--- src/rtl/uart_pkg.sv ---
// Shared definitions for the UART transmit-side arbiter: FSM encoding and
// default sizing of the requester pool, frame lock and start watchdog.
package uart_pkg;

    typedef enum logic [1:0] {
        ST_IDLE      = 2'd0,
        ST_START     = 2'd1,
        ST_WAIT_DONE = 2'd2
    } tx_state_e;

    localparam int DEF_NUM_REQ       = 4;
    localparam int DEF_MAX_FRAME     = 16;
    localparam int DEF_START_TIMEOUT = 1024;

endpackage

--- src/rtl/uart_tx_arbiter_rr_arbiter.sv ---
// Combinational round-robin pick: the first asserted request strictly after
// last_grant_i (wrapping), returned both one-hot and as an index.
module rr_arbiter #(
    parameter int N = 4
) (
    input  logic [N-1:0]         req_i,
    input  logic [$clog2(N)-1:0] last_grant_i,
    output logic [N-1:0]         grant_o,
    output logic [$clog2(N)-1:0] grant_idx_o,
    output logic                 grant_valid_o
);

    localparam int            IW       = $clog2(N);
    localparam logic [IW-1:0] LAST_IDX = IW'(N - 1);

    logic [IW-1:0] cand;

    // Walk the ring once starting just past the previous owner; the first hit wins.
    always_comb begin
        grant_o       = '0;
        grant_idx_o   = '0;
        grant_valid_o = 1'b0;
        cand          = (last_grant_i >= LAST_IDX) ? '0 : last_grant_i + 1'b1;
        for (int k = 0; k < N; k++) begin
            if (!grant_valid_o && req_i[cand]) begin
                grant_valid_o = 1'b1;
                grant_idx_o   = cand;
                grant_o[cand] = 1'b1;
            end
            cand = (cand >= LAST_IDX) ? '0 : cand + 1'b1;
        end
    end

endmodule

--- src/rtl/uart_tx_arbiter.sv ---
// Shares one UART transmitter among NUM_REQ byte sources with per-byte
// round-robin, a frame lock for multi-byte frames and a start watchdog.
module uart_tx_arbiter
    import uart_pkg::*;
#(
    parameter int NUM_REQ       = DEF_NUM_REQ,
    parameter int MAX_FRAME     = DEF_MAX_FRAME,
    parameter int START_TIMEOUT = DEF_START_TIMEOUT
) (
    input  logic                       clk,
    input  logic                       rst_n,
    input  logic [NUM_REQ-1:0]         req_valid,
    input  logic [8*NUM_REQ-1:0]       req_data,
    input  logic [NUM_REQ-1:0]         req_last,
    output logic [NUM_REQ-1:0]         req_ready,
    output logic [7:0]                 tx_data,
    output logic                       tx_start,
    input  logic                       tx_clear,
    input  logic                       tx_busy,
    output logic [$clog2(NUM_REQ)-1:0] grant_id,
    output logic                       lock_active,
    output logic                       timeout_err
);

    localparam int            IW       = $clog2(NUM_REQ);
    localparam int            CW       = $clog2(MAX_FRAME + 1);
    localparam int            TW       = $clog2(START_TIMEOUT + 1);
    localparam logic [IW-1:0] LAST_IDX = IW'(NUM_REQ - 1);
    localparam logic [TW-1:0] TMO_LAST = TW'(START_TIMEOUT - 1);

    tx_state_e     state_q, state_d;
    logic [7:0]    tx_data_q, tx_data_d;
    logic [IW-1:0] grant_q, grant_d;
    logic          lock_q, lock_d;
    logic [CW-1:0] cnt_q, cnt_d;
    logic [TW-1:0] tmo_q, tmo_d;
    logic          err_q, err_d;

    logic [7:0]         req_byte [NUM_REQ];
    logic [NUM_REQ-1:0] owner_mask;
    logic [NUM_REQ-1:0] rr_onehot;
    logic [IW-1:0]      rr_idx;
    logic               rr_valid;
    logic [IW-1:0]      winner_idx;
    logic               accept;

    for (genvar gi = 0; gi < NUM_REQ; gi++) begin : g_req
        assign req_byte[gi]   = req_data[8*gi +: 8];
        assign owner_mask[gi] = (grant_q == IW'(gi));
    end

    rr_arbiter #(
        .N (NUM_REQ)
    ) u_rr (
        .req_i         (req_valid),
        .last_grant_i  (grant_q),
        .grant_o       (rr_onehot),
        .grant_idx_o   (rr_idx),
        .grant_valid_o (rr_valid)
    );

    // While a frame is locked only the owner may be served; otherwise round-robin.
    always_comb begin
        req_ready  = '0;
        winner_idx = lock_q ? grant_q : rr_idx;
        if (state_q == ST_IDLE) begin
            req_ready = lock_q ? (req_valid & owner_mask) : (rr_valid ? rr_onehot : '0);
        end
        accept = |req_ready;
    end

    always_comb begin
        state_d   = state_q;
        tx_data_d = tx_data_q;
        grant_d   = grant_q;
        lock_d    = lock_q;
        cnt_d     = cnt_q;
        tmo_d     = tmo_q;
        err_d     = err_q;
        unique case (state_q)
            ST_IDLE: begin
                if (accept) begin
                    tx_data_d = req_byte[winner_idx];
                    grant_d   = winner_idx;
                    tmo_d     = '0;
                    state_d   = ST_START;
                    // Release on the frame's last byte or once the frame hits its length cap.
                    if (!req_last[winner_idx] && (int'(cnt_q) + 1 < MAX_FRAME)) begin
                        lock_d = 1'b1;
                        cnt_d  = cnt_q + 1'b1;
                    end else begin
                        lock_d = 1'b0;
                        cnt_d  = '0;
                    end
                end
            end
            ST_START: begin
                if (tx_clear) begin
                    state_d = ST_WAIT_DONE;
                end else if (tmo_q >= TMO_LAST) begin
                    state_d = ST_IDLE;
                    err_d   = 1'b1;
                    lock_d  = 1'b0;
                    cnt_d   = '0;
                end else begin
                    tmo_d = tmo_q + 1'b1;
                end
            end
            ST_WAIT_DONE: begin
                // Entered the cycle after tx_clear, so busy is first sampled here.
                if (!tx_busy) begin
                    state_d = ST_IDLE;
                end
            end
            default: begin
                state_d = ST_IDLE;
            end
        endcase
    end

    always_ff @(posedge clk or negedge rst_n) begin
        if (!rst_n) begin
            state_q   <= ST_IDLE;
            tx_data_q <= '0;
            grant_q   <= LAST_IDX;
            lock_q    <= 1'b0;
            cnt_q     <= '0;
            tmo_q     <= '0;
            err_q     <= 1'b0;
        end else begin
            state_q   <= state_d;
            tx_data_q <= tx_data_d;
            grant_q   <= grant_d;
            lock_q    <= lock_d;
            cnt_q     <= cnt_d;
            tmo_q     <= tmo_d;
            err_q     <= err_d;
        end
    end

    assign tx_start    = (state_q == ST_START);
    assign tx_data     = tx_data_q;
    assign grant_id    = grant_q;
    assign lock_active = lock_q;
    assign timeout_err = err_q;

endmodule

--- config.mk ---
export PLATFORM = sky130hd
export DESIGN_NAME = uart_tx_arbiter
export DESIGN_NICKNAME = d
export VERILOG_FILES = /design/src/rtl/uart_pkg.sv /design/src/rtl/uart_tx_arbiter_rr_arbiter.sv /design/src/rtl/uart_tx_arbiter.sv
export SDC_FILE = /design/constraint.sdc
export NUM_CORES = 1
export LEC_CHECK = 0
export BUFFER_PORTS_ARGS = -buffer_cell sky130_fd_sc_hd__buf_2
export CORE_MARGIN = 4
export CORE_UTILIZATION = 45
export DETAILED_ROUTE_END_ITERATION = 8
export HOLD_SLACK_MARGIN = 0.08
export PLACE_DENSITY = 0.77
export SYNTH_ARGS = -nofsm -noshare
export SYNTH_HDL_FRONTEND = slang
export SYNTH_SLANG_ARGS = --single-unit
--- constraint.sdc ---
create_clock -name clk -period 7.35 [get_ports clk]
set_input_delay 1.47 -clock clk [delete_from_list [all_inputs] [get_ports clk]]
set_output_delay 1.47 -clock clk [all_outputs]
set_load 0.02 [all_outputs]
Yosys cells after proc, flatten, opt, wreduce, memory -nomap -nowiden
Index checks and enable logic that the tools add are counted.
{"block": "word_totals", "register_bits": 30, "in_bits": 44, "output_inout_bits": 17, "elab_cells": 128}
{"block": "op_classes", "n_addsub": 7, "magnitude_cmp": 16, "n_eq_ne": 11, "mux": 60, "bitwise": 6, "n_reduce_logical": 21}
{"op": "$mux 11", "n": 3}
{"op": "$mux 4", "n": 7}
{"op": "$mux 2", "n": 13}
{"op": "$pmux 11 s2", "n": 1}
{"op": "$mux 5", "n": 4}
{"op": "$mux 1", "n": 17}
{"op": "$bmux 8 s2", "n": 1}
{"op": "$mux 8", "n": 2}
{"op": "$lt 2x3->1 const B", "n": 5}
{"op": "$or 4x4->4", "n": 3}
{"op": "$add 11x1->11 const B", "n": 1}
{"op": "$ge 11x10->1 const B", "n": 1}
{"op": "$bmux 1 s2", "n": 5}
{"op": "$pmux 5 s2", "n": 1}
{"op": "$add 2x1->2 const B", "n": 4}
{"op": "$demux 1 s2", "n": 4}
{"op": "$ge 2x1->1 const B", "n": 4}
{"op": "$ge 2x2->1 const B", "n": 4}
{"op": "$logic_and 1x1->1", "n": 8}
{"op": "$ne 2x2->1 const B", "n": 4}
{"op": "$reduce_and 4->1", "n": 2}
{"op": "$add 5x1->6 const B", "n": 1}
{"op": "$eq 2x2->1 const B", "n": 3}
{"op": "$lt 6x5->1 const B", "n": 1}
{"op": "other kinds (16)", "n": 22}

Logic depth before layout (Yosys ltp)
Gate-level depths: netlist (run 1).
{"block": "depth", "word_depth": 22, "depth_mapped": 15, "ltp_nobuf": 10}

By module
From an unflattened synthesis (run 1), not the netlist that was laid out.
{"block": "unflattened", "hier_cells": 301, "hier_area_um2": 2447.3}
{"module": "uart_tx_arbiter", "n_inst": 1, "cells_each": 214, "area_per_inst_um2": 1762.9, "seq_area_each_um2": 753.2}
{"module": "rr_arbiter", "n_inst": 1, "cells_each": 87, "area_per_inst_um2": 684.4, "seq_area_each_um2": 0.0}

Worst setup path before layout (run 1)
Ideal clock, no wire load.
{"block": "synth_timing", "kind": "input to output", "start": "in req_valid[1]", "end": "out req_ready[1]", "t_arrival_ns": 3.175, "required_time_ns": 5.880, "setup_slack_ns": 2.705, "path_stages": 7, "n_path_buf": 1, "path_cell_list": "buf_2 mux2_4 or4_1 a221oi_2 nor2_1 o211a_1 o21ai_0"}
{"block": "synth_between", "elab_chain_len": 15, "elab_cells_between_ends": 29, "cone_classes": "mux: 19; bitwise: 4; reduce/logical: 6"}
{"element": "from (decl)", "line_no": "uart_tx_arbiter.sv:12", "text": "input logic [NUM_REQ-1:0] req_valid,"}
{"element": "$bmux 1 s2", "line_no": "uart_tx_arbiter_rr_arbiter.sv:25", "text": "if (!grant_valid_o && req_i[cand]) begin"}
{"element": "$mux 1 (not written as such)", "line_no": "uart_tx_arbiter_rr_arbiter.sv:25"}
{"element": "$mux 1", "line_no": "uart_tx_arbiter_rr_arbiter.sv:25"}
{"element": "$logic_not 1->1", "line_no": "uart_tx_arbiter_rr_arbiter.sv:25"}
{"element": "$logic_and 1x1->1", "line_no": "uart_tx_arbiter_rr_arbiter.sv:25"}
{"element": "$mux 1", "line_no": "uart_tx_arbiter_rr_arbiter.sv:25"}
{"element": "$logic_not 1->1", "line_no": "uart_tx_arbiter_rr_arbiter.sv:25"}
{"element": "$logic_and 1x1->1", "line_no": "uart_tx_arbiter_rr_arbiter.sv:25"}
{"element": "$mux 1", "line_no": "uart_tx_arbiter_rr_arbiter.sv:25"}
{"element": "$logic_not 1->1", "line_no": "uart_tx_arbiter_rr_arbiter.sv:25"}
{"element": "$logic_and 1x1->1", "line_no": "uart_tx_arbiter_rr_arbiter.sv:25"}
{"element": "$mux 4 / $mux 1 (equally long branches)", "line_no": "uart_tx_arbiter_rr_arbiter.sv:25"}
{"element": "$mux 4", "line_no": "uart_tx_arbiter.sv:67", "text": "req_ready = lock_q ? (req_valid & owner_mask) : (rr_valid ? rr_onehot : '0);"}
{"element": "$mux 4 *", "line_no": "uart_tx_arbiter.sv:67"}
{"element": "$mux 4 *", "line_no": "uart_tx_arbiter.sv:66", "text": "if (state_q == ST_IDLE) begin"}
{"element": "to (decl)", "line_no": "uart_tx_arbiter.sv:15", "text": "output logic [NUM_REQ-1:0] req_ready,"}
Every way passes the cells marked *; elsewhere a longest branch is shown, timed or not. The select of a mux whose other input is x is not followed.

Worst setup path after layout (run 1)
{"block": "layout_timing", "start": "reg grant_q[0] (netlist: grant_id[0])", "end": "out req_ready[1]"}
{"block": "layout_between", "elab_chain_len": 17, "elab_cells_between_ends": 62, "cone_classes": "add/sub: 4; order compare: 12; eq/ne: 1; mux: 31; bitwise: 4; reduce/logical: 10"}
{"element": "from (decl)", "line_no": "uart_tx_arbiter.sv:33", "text": "logic [IW-1:0] grant_q, grant_d;"}
{"element": "from (signal assigned)", "line_no": "uart_tx_arbiter.sv:133", "text": "grant_q <= grant_d;"}
{"element": "$add 2x1->2 / $ge 2x2->1 (equally long branches)", "line_no": "uart_tx_arbiter_rr_arbiter.sv:23", "text": "cand = (last_grant_i >= LAST_IDX) ? '0 : last_grant_i + 1'b1;"}
{"element": "$mux 2", "line_no": "uart_tx_arbiter_rr_arbiter.sv:23"}
{"element": "$add 2x1->2, or another cell as far along", "line_no": "uart_tx_arbiter_rr_arbiter.sv:30", "text": "cand = (cand >= LAST_IDX) ? '0 : cand + 1'b1;"}
{"element": "$mux 2 / $mux 1 (equally long branches)", "line_no": "uart_tx_arbiter_rr_arbiter.sv:30, uart_tx_arbiter_rr_arbiter.sv:25"}
{"element": "$add 2x1->2, or another cell as far along", "line_no": "uart_tx_arbiter_rr_arbiter.sv:30"}
{"element": "$mux 2, or another cell as far along", "line_no": "uart_tx_arbiter_rr_arbiter.sv:30"}
{"element": "$add 2x1->2, or another cell as far along", "line_no": "uart_tx_arbiter_rr_arbiter.sv:30"}
{"element": "$mux 2, or another cell as far along", "line_no": "uart_tx_arbiter_rr_arbiter.sv:30"}
{"element": "$lt 2x3->1 (not written as such), or another cell as far along", "line_no": "uart_tx_arbiter_rr_arbiter.sv:28", "text": "grant_o[cand] = 1'b1;"}
{"element": "$logic_and 1x1->1 (not written as such), or another cell as far along", "line_no": "uart_tx_arbiter_rr_arbiter.sv:28"}
{"element": "$mux 1 (not written as such), or another cell as far along", "line_no": "uart_tx_arbiter_rr_arbiter.sv:28"}
{"element": "$demux 1 s2, or another cell as far along"}
{"element": "$or 4x4->4 (no source line) / $logic_and 1x1->1 (equally long branches)"}
{"element": "$mux 4 / $mux 1 (equally long branches)", "line_no": "uart_tx_arbiter_rr_arbiter.sv:25"}
{"element": "$mux 4", "line_no": "uart_tx_arbiter.sv:67"}
{"element": "$mux 4 *", "line_no": "uart_tx_arbiter.sv:67"}
{"element": "$mux 4 *", "line_no": "uart_tx_arbiter.sv:66"}
Marks and branches as above.

==> results of run 1 <==
==> power by group through the flow <==
stage	clock, uW	sequential, uW	combinational [uW]
global placement	0	297	993
floorplan	0	310	823
finish	133	300	1010
CTS	137	299	1010
global route	146	309	1110
detailed placement	0	301	1010
==> per-stage QoR <==
step | setup slack [ps] | hold WS (ps) | cells | total power, uW | utilization (%)
floorplan | 2705 | 454.4 | 287 | 1133 | -
global placement | 2593 | 445.0 | 399 | 1290 | 53.23
detailed placement | 2548 | 463.7 | 399 | 1307 | 53.23
CTS | 2349 | 481.3 | 407 | 1446 | 54.97
global route | 2004 | 514.7 | 407 | 1563 | 54.97
finish | 2326 | 471.5 | 407 | 1438 | 54.97
==> area by class of cell <==
cell class / instances / area, sq um
inverter: 12 / 45.04
clock inverter: 1 / 5.005
fill: 494 / 2359
timing repair buffer: 61 / 307.8
tap: 70 / 87.58
multi-input combinational: 226 / 1594
clock buffer: 7 / 86.33
sequential: 30 / 753.2
==> path summary, 6_finish.rpt <==
path,endpoint,slack [ps],cells past startpoint,from
max in group asynchronous,tmo_q[2],5700,1,rst_n
max reg2reg,lock_active,2960,10,grant_id[0]
max,req_ready[1],2330,9,grant_id[0]
min,timeout_err,470,1,timeout_err
min reg2reg,timeout_err,470,1,timeout_err
min in group asynchronous,tx_data[2],1220,1,rst_n
==> flip-flops by register name (all words and copies together), names as in the netlist <==
register,cells
cnt_q,5
grant_id,2
lock_active,1
state_q,2
timeout_err,1
tmo_q,11
tx_data,8
==> metal layers <==
layer,routed length (um),track usage (%),vias up,part of all wire [%]
met4,34,4.153,0,0.57
li1,-,-,1156,-
met5,0,0,-,0
met2,2697,29.57,58,45
met3,331,3.254,5,5.5
met1,2922,24.78,1093,49
==> synth_stat cells, types with 6 or more instances <==
cell,n,area share (%)
ha_1,10,5.0
nor2b_1,11,2.8
nand3_1,6,1.2
o21ai_0,9,1.8
mux2i_1,8,3.2
dfrtp_1,28,28
buf_2,8,1.6
a211oi_1,10,3.0
nor2_1,20,3.0
and3_1,9,2.3
mux2_2,8,3.6
a21oi_1,19,3.8
inv_1,12,1.8
nand2_1,29,4.4
==> worst max-delay path, stage by stage, from the launching register on <==
cell and delay (ps):
dfstp_2 840, inv_1 270, ha_1 640, nor4b_2 370, nand2b_1 110, a31oi_2 450, nand3_1 130, o211a_1 180
o21ai_0 80, buf_2 190
==> cell families (layout without fill, tap and decap cells) <==
logic type,Yosys count,in the layout
xor+xnor,6,6
compound gates,76,76
simple gates,116,116
fa+ha+maj,10,10
mux,18,18
buf+inv,31,81
flops,30,30
==> results.sh, run 1 <==
export IMPL_cts_sinks=30
export IMPL_synthXorXnorAreaFrac_pct=2.111
export IMPL_crit_required_ps=5880
export IMPL_synthFlopType="dfrtp_1"
export IMPL_async_flop_share_pct=100.0
export IMPL_finalSetupTns_ps=0
export IMPL_ios=61
export IMPL_status="completed"
export IMPL_p_sw_uw=732.9
export IMPL_groute_usage_overall_pct=18.08
export IMPL_mostFrequentLayoutCell="buf_2"
export IMPL_combPwrFrac_pct=69.9
export IMPL_port_buffers=60
export IMPL_cts_buffer_depth=2
export IMPL_ant_nets=0
export IMPL_ys_seq_elements=30
export IMPL_synthDistinctLibCells=61
export IMPL_p_leak_uw=0.001274
export IMPL_relSlewSlack_pct=32.53
export IMPL_clock_latency_ps=270
export IMPL_synth_compound_area_share_pct=22.91
export IMPL_peakVddDrop_mv=0.6552
export IMPL_root_buffer="clkbuf_8"
export IMPL_synthCells=287
export IMPL_gp_congestion=0.9132
export IMPL_maxSlewViolCount=0
export IMPL_synth_mux_area_fraction_pct=8.040
export IMPL_drtIter0Drc=134
export IMPL_tightest_slew_ps=1003
export IMPL_dpl_instance_area_sq_um=2788
export IMPL_synth_top_family_by_area="simple AND/OR/NAND/NOR gates"
export IMPL_grt_remaining_overflow=0
export IMPL_dp_hpwl_um=4362
export IMPL_p_clk_share_pct=9.2
export IMPL_fin_crit_ps=5024
export IMPL_grt_max_degree=31
export IMPL_yosysWarnings=0
export IMPL_remaining_drc_errors=0
export IMPL_cap_violations=0
export IMPL_crit_type="reg -> out"
export IMPL_syn_area_per_cell_sq_um=8.676
export IMPL_vias_per_cell=5.681
export IMPL_grt_pass1_vias=2132
export IMPL_pwr_density_cell_nw_per_um2=499.4
export IMPL_cts_resized=0
export IMPL_area_growth_pct=15.63
export IMPL_wl_um=5985
export IMPL_critPathMaxFanout=24
export IMPL_synth_fp_nets=341
export IMPL_critPathCaptureType="output port"
export IMPL_fmax_mhz=199.1
export IMPL_die_w_um=82.39
export IMPL_route_vias_total=2312
export IMPL_intPower_uw=704.9
export IMPL_fin_crit_sh_pct=68.35
export IMPL_swShare_pct=50.97
export IMPL_hold_viol=0
export IMPL_clkTransAtPathRegs_ps=60
export IMPL_synth_fa_ha_area_share_pct=5.025
export IMPL_start_util_pct=47.54
export IMPL_htree_levels=2
export IMPL_rsz0062_at_grt="false"
export IMPL_firstDrtPassIters=4
export IMPL_core_rowCount=26
export IMPL_cp_start_kind="register"
export IMPL_finalSetupViolCount=0
export IMPL_fp_dieH_um=82.39
export IMPL_synth_simple_area_share_pct=25.38
export IMPL_cp_arrival_ps=3550
export IMPL_syn_area_sq_um=2490
export IMPL_ys_seq_area_share_pct=30.25
export IMPL_final_cell_mix="buf_2, nand2_1, dfrtp_1"
export IMPL_antennaDiodeCount=0
export IMPL_cts_tree="done"
export IMPL_seqPwrFrac_pct=20.9
export IMPL_hold_path_class="reg -> reg"
export IMPL_synth_edf_count=0
export IMPL_grt_pass1_wl_um=9625
export IMPL_antenna_found_initial=0
export IMPL_core_area_sq_um=5238
export IMPL_die_area_sq_um=6787
export IMPL_layout_nets=390
export IMPL_post_cts_setup_buffer_count=0
export IMPL_numCtsBuffers=5
export IMPL_wl_per_cell_um=14.71
export IMPL_drive_above_1_share_pct=27.30
export IMPL_hold_buffers=0
export IMPL_stdcell_area_sq_um=2879
export IMPL_fin_skew_ps=3.839
(Power assumes the default switching activity.)
==> run 2: changes to the inputs <==
==> constraint.sdc (replaced) <==
create_clock -name clk -period 4.99 [get_ports clk]
set_input_delay 0.998 -clock clk [delete_from_list [all_inputs] [get_ports clk]]
set_output_delay 0.998 -clock clk [all_outputs]
set_load 0.02 [all_outputs]
==> run 2 against run 1 <==
Compared with the run above:
- global-route usage decreased by 0.29 points
- routed wire length decreased by 0.62%
- highest routed layer unchanged
- clock skew increased by 6.8 ps
- critical path type unchanged
- final cell count increased by 0.74%
- sequential power increased by 47%
- die area unchanged
==> results.sh, run 2 (synthesized netlist as in run 1, its figures left out) <==
export IMPL_cts_resized=0
export IMPL_combPwrFrac_pct=70.0
export IMPL_antennaDiodeCount=0
export IMPL_clkTransAtPathRegs_ps=70
export IMPL_wirelength_met1_um=2765
export IMPL_grt_pass1_vias=2033
export IMPL_antenna_found_initial=0
export IMPL_r2r_slack_ps=820
export IMPL_swShare_pct=50.49
export IMPL_gp_congestion=0.9968
export IMPL_firstDrtPassIters=4
export IMPL_core_rowCount=26
export IMPL_pwr_density_cell_nw_per_um2=742.1
export IMPL_groute_usage_overall_pct=17.79
export IMPL_die_area_sq_um=6787
export IMPL_fin_crit_sh_pct=90.84
export IMPL_cts_tree="done"
export IMPL_ios=61
export IMPL_numCtsBuffers=5
export IMPL_fin_skew_ps=10.65
export IMPL_htree_levels=2
export IMPL_grt_pass1_wl_um=9390
export IMPL_dp_slack_ps=808.2
export IMPL_hold_buffers=0
export IMPL_finalSetupTns_ps=0
export IMPL_area_growth_pct=16.68
export IMPL_p_sw_uw=1089
export IMPL_drive_above_1_share_pct=28.24
export IMPL_ant_nets=0
export IMPL_tightest_slew_ps=1068
export IMPL_fmax_mhz=220.6
export IMPL_relSlewSlack_pct=28.17
export IMPL_die_w_um=82.39
export IMPL_port_buffers=60
export IMPL_cap_violations=0
export IMPL_stdcell_count=410
export IMPL_peakVddDrop_mv=0.8364
export IMPL_layout_nets=393
export IMPL_mostFrequentLayoutCell="buf_2"
export IMPL_grt_max_degree=31
export IMPL_cts_sinks=30
export IMPL_core_area_sq_um=5238
export IMPL_post_cts_setup_buffer_count=0
export IMPL_largest_reg_flops=11
export IMPL_setup_ws_ps=457.0
export IMPL_r2r_end="cnt_q[2]"
export IMPL_cts_buffer_depth=2
export IMPL_worstRegToRegCells=11
export IMPL_maxSlewViolCount=0
export IMPL_wl_um=5948
export IMPL_status="completed"
export IMPL_dr_wl_met3_um=475
export IMPL_min_to="timeout_err"
export IMPL_wl_per_cell_um=14.51
export IMPL_fin_crit_ps=4533
export IMPL_top_register="tmo_q"
export IMPL_final_cell_mix="buf_2, nand2_1, dfrtp_1"
export IMPL_hold_path_class="reg -> reg"
export IMPL_vias_per_cell=5.663
export IMPL_intPower_uw=1068
export IMPL_rsz0062_at_grt="false"
export IMPL_crit_type="reg -> out"
export IMPL_critPathCaptureType="output port"
export IMPL_holdWs_ps=471.1
export IMPL_cp_arrival_ps=3530
export IMPL_cp_start_kind="register"
export IMPL_top_layer_used="met4"
export IMPL_met2_length_um=2656
export IMPL_critPathMaxFanout=24
export IMPL_clock_latency_ps=290
export IMPL_p_leak_uw=0.001287
export IMPL_placedCellCount=402
export IMPL_start_util_pct=47.54
export IMPL_hold_depth=1
export IMPL_p_clk_share_pct=9.5
export IMPL_hold_start="timeout_err"
export IMPL_drtIter0Drc=144
export IMPL_seqPwrFrac_pct=20.5
export IMPL_route_vias_total=2322
export IMPL_dp_hpwl_um=4373
export IMPL_r2r_start="grant_id[0]"
export IMPL_hold_viol=0
export IMPL_fp_dieH_um=82.39
export IMPL_root_buffer="clkbuf_8"
export IMPL_remaining_drc_errors=0
export IMPL_crit_required_ps=3990
export IMPL_grt_remaining_overflow=0
export IMPL_finalSetupViolCount=0
==> run 2: metrics by stage <==
stage	power (uW)	utilization (%)	cell area [sq um]
floorplan	1668	-	2490
global placement	1935	53.65	2810
detailed placement	1961	53.65	2810
CTS	2169	55.47	2905
global route	2358	55.47	2905
finish	2156	55.47	2905
==> run 2: power by group through the flow <==
stage | clock network (uW) | logic, uW | registers, uW
2_1_floorplan | 0 | 1210 | 456
3_3_place_gp | 0 | 1500 | 439
3_5_place_dp | 0 | 1520 | 445
4_1_cts | 209 | 1520 | 440
5_1_grt | 221 | 1680 | 458
6_report | 204 | 1510 | 442
==> run 2: worst max path at each step <==
stage,start,end,cells after the start
2_1_floorplan,grant_id[0],req_ready[1],10
3_3_place_gp,grant_id[0],req_ready[1],9
3_5_place_dp,grant_id[0],req_ready[1],9
4_1_cts,grant_id[0],req_ready[1],9
5_1_grt,grant_id[0],req_ready[2],9
6_report,grant_id[0],req_ready[1],9
==> run 2: layer usage <==
| layer | vias up | GRT usage, % |
|---|---|---|
| met5 | - | 0 |
| met4 | 0 | 4.485 |
| met3 | 8 | 3.471 |
| met2 | 79 | 26.12 |
| met1 | 1082 | 26.58 |
| li1 | 1153 | - |
==> run 2: cell type report <==
| cell class | count | area (sq um) |
|---|---|---|
| fill | 493 | 2332 |
| multi-input combinational | 226 | 1594 |
| tap | 70 | 87.58 |
| clock inverter | 2 | 12.51 |
| timing repair buffer | 64 | 330.3 |
| inverter | 12 | 45.04 |
| sequential | 30 | 753.2 |
| clock buffer | 6 | 82.58 |
==> run 2: critical path: stages (launching register included) <==
cell and delay (ps):
dfstp_2 840, inv_1 260, ha_1 640, nor4b_2 360, nand2b_1 110, a31oi_2 450, nand3_1 130, o211a_1 190
o21ai_0 80, buf_2 190
==> run 3: changes to the inputs <==
--- a/config.mk
+++ b/config.mk
@@ -9,8 +9,8 @@
 export CORE_MARGIN = 4
 export CORE_UTILIZATION = 45
 export DETAILED_ROUTE_END_ITERATION = 8
-export HOLD_SLACK_MARGIN = 0.08
-export PLACE_DENSITY = 0.77
+export HOLD_SLACK_MARGIN = 0.1
+export PLACE_DENSITY = 0.69
 export SYNTH_ARGS = -nofsm -noshare
 export SYNTH_HDL_FRONTEND = slang
 export SYNTH_SLANG_ARGS = --single-unit
==> run 3 against run 2 <==
Compared with the run above:
- critical path depth unchanged
- total power increased by 3.4%
- sequential cell count unchanged
- fmax decreased by 2.4%
- largest power group unchanged
==> results.sh, run 3 (synthesized netlist as in run 1, its figures left out) <==
export IMPL_status="completed"
export IMPL_vias_per_cell=5.754
export IMPL_fmax_mhz=215.3
export IMPL_groute_usage_overall_pct=19.48
export IMPL_fin_skew_ps=7.441
export IMPL_cp_startpoint="grant_id[0]"
export IMPL_cts_buffer_depth=2
export IMPL_cap_violations=0
export IMPL_die_w_um=82.39
export IMPL_critPathMaxFanout=24
export IMPL_grt_remaining_overflow=0
export IMPL_top_register="tmo_q"
export IMPL_peakVddDrop_mv=0.7736
export IMPL_critPathBufInv=2
export IMPL_drive_above_1_share_pct=28.24
export IMPL_holdWs_ps=470.5
export IMPL_area_growth_pct=17.24
export IMPL_r2r_start="grant_id[0]"
export IMPL_core_rowCount=26
export IMPL_final_cell_mix="buf_2, nand2_1, dfrtp_1"
export IMPL_numCtsBuffers=5
export IMPL_cp_start_kind="register"
export IMPL_pwr_density_cell_nw_per_um2=763.9
export IMPL_largest_reg_flops=11
export IMPL_htree_levels=2
export IMPL_dp_hpwl_um=4588
export IMPL_root_buffer="clkbuf_8"
export IMPL_slowest_delay_ps=850
export IMPL_grt_max_degree=31
export IMPL_cp_slowest_cell="dfstp_2"
export IMPL_r2r_end="lock_active"
export IMPL_firstDrtPassIters=4
export IMPL_fin_crit_sh_pct=93.07
export IMPL_antenna_found_initial=0
export IMPL_hold_viol=0
export IMPL_cts_sinks=30
export IMPL_fp_dieH_um=82.39
export IMPL_layout_nets=393
export IMPL_crit_required_ps=3990
export IMPL_wl_per_cell_um=15.59
export IMPL_worstRegToRegCells=10
export IMPL_post_cts_setup_buffer_count=0
export IMPL_endpoint="req_ready[1]"
export IMPL_route_vias_total=2359
export IMPL_antennaDiodeCount=0
export IMPL_port_buffers=60
export IMPL_gp_congestion=0.9306
export IMPL_clock_latency_ps=280
export IMPL_hold_path_class="reg -> reg"
export IMPL_remaining_drc_errors=0
export IMPL_r2r_slack_ps=560
export IMPL_fin_crit_ps=4644
export IMPL_start_util_pct=47.54
export IMPL_mostFrequentLayoutCell="buf_2"
export IMPL_tightest_slew_ps=1102
export IMPL_fill_cells=490
export IMPL_grt_pass1_wl_um=10320
export IMPL_drtIter0Drc=113
export IMPL_core_area_sq_um=5238
export IMPL_cp_arrival_ps=3650
export IMPL_ios=61
export IMPL_hold_buffers=0
export IMPL_cts_tree="done"
export IMPL_finalSetupTns_ps=0
export IMPL_finalSetupViolCount=0
export IMPL_cts_resized=0
export IMPL_relSlewSlack_pct=25.85
export IMPL_critical_path_top_delay_family="flip-flops"
export IMPL_wl_um=6390
export IMPL_die_area_sq_um=6787
export IMPL_clkTransAtPathRegs_ps=70
export IMPL_maxSlewViolCount=0
export IMPL_crit_chain="inv_1, ha_1, nor4b_2, nand2b_1, a31oi_2, nand3_1, o211a_1, o21ai_0, buf_2"
export IMPL_ant_nets=0
export IMPL_rsz0062_at_grt="false"
export IMPL_critPathCaptureType="output port"
export IMPL_crit_type="reg -> out"
export IMPL_grt_pass1_vias=2196
export IMPL_p_leak_uw=0.001298
export IMPL_worstSetupPathDepth=9
==> run 3: stage by stage <==
step                util (%)  total power (uW)  setup WS [ps]  cells  instance area, sq um
finish                 55.73              2230          345.9    410                  2919
global placement       53.65              1954          860.7    402                  2810
CTS                    55.73              2233          419.4    410                  2919
floorplan                  -              1668           1112    287                  2490
global route           55.73              2421          43.40    410                  2919
detailed placement     53.65              1983          645.1    402                  2810
==> run 3: worst register-to-register path, cell delays in order (launching register included) <==
cell and delay, ps:
dfstp_2 850, inv_1 270, ha_1 650, nor4b_2 410, nand2b_1 110, a31oi_2 470
a211oi_1 150, a211oi_4 680, o211ai_1 360, o211ai_4 230, o31ai_1 120
==> run 3: cell type report <==
| type | count | area, sq um | share of cell area (%) |
|---|---|---|---|
| multi-input cells | 226 | 1594 | 54.61 |
| inverters | 12 | 45.04 | 1.543 |
| clock inverters | 3 | 40.04 | 1.372 |
| repair buffers | 64 | 330.3 | 11.32 |
| well taps | 70 | 87.58 | 3.000 |
| clock buffers | 5 | 68.82 | 2.357 |
| flip-flops and latches | 30 | 753.2 | 25.80 |
==> run 3: power by group <==
group / total, uW / switching [uW] / leakage (uW) / internal, uW
Combinational: 1540 / 921 / 0.000861 / 622
Clock: 241 / 94.2 / 0.0000579 / 147
Sequential: 446 / 106 / 0.000380 / 340
Total: 2230 / 1120 / 0.00130 / 1110
==> run 3: layer usage <==
| metal | part of all wire (%) | vias up | track usage (%) | wire, um |
|---|---|---|---|---|
| li1 | - | 1163 | - | - |
| met1 | 47 | 1112 | 27.28 | 3022 |
| met2 | 45 | 82 | 30.21 | 2863 |
| met3 | 7.6 | 2 | 4.555 | 486 |
| met4 | 0.27 | 0 | 4.817 | 17 |
| met5 | 0 | - | 0 | 0 |
==> run 3: worst min path at each step <==
stage                start     endpoint  slack [ps]  depth (start not counted)
2_1_floorplan    tmo_q[10]    tmo_q[10]         450                          1
3_3_place_gp   timeout_err  timeout_err         450                          1
3_5_place_dp   timeout_err  timeout_err         450                          1
4_1_cts        timeout_err  timeout_err         470                          1
5_1_grt        timeout_err  timeout_err         510                          1
6_report       timeout_err  timeout_err         470                          1
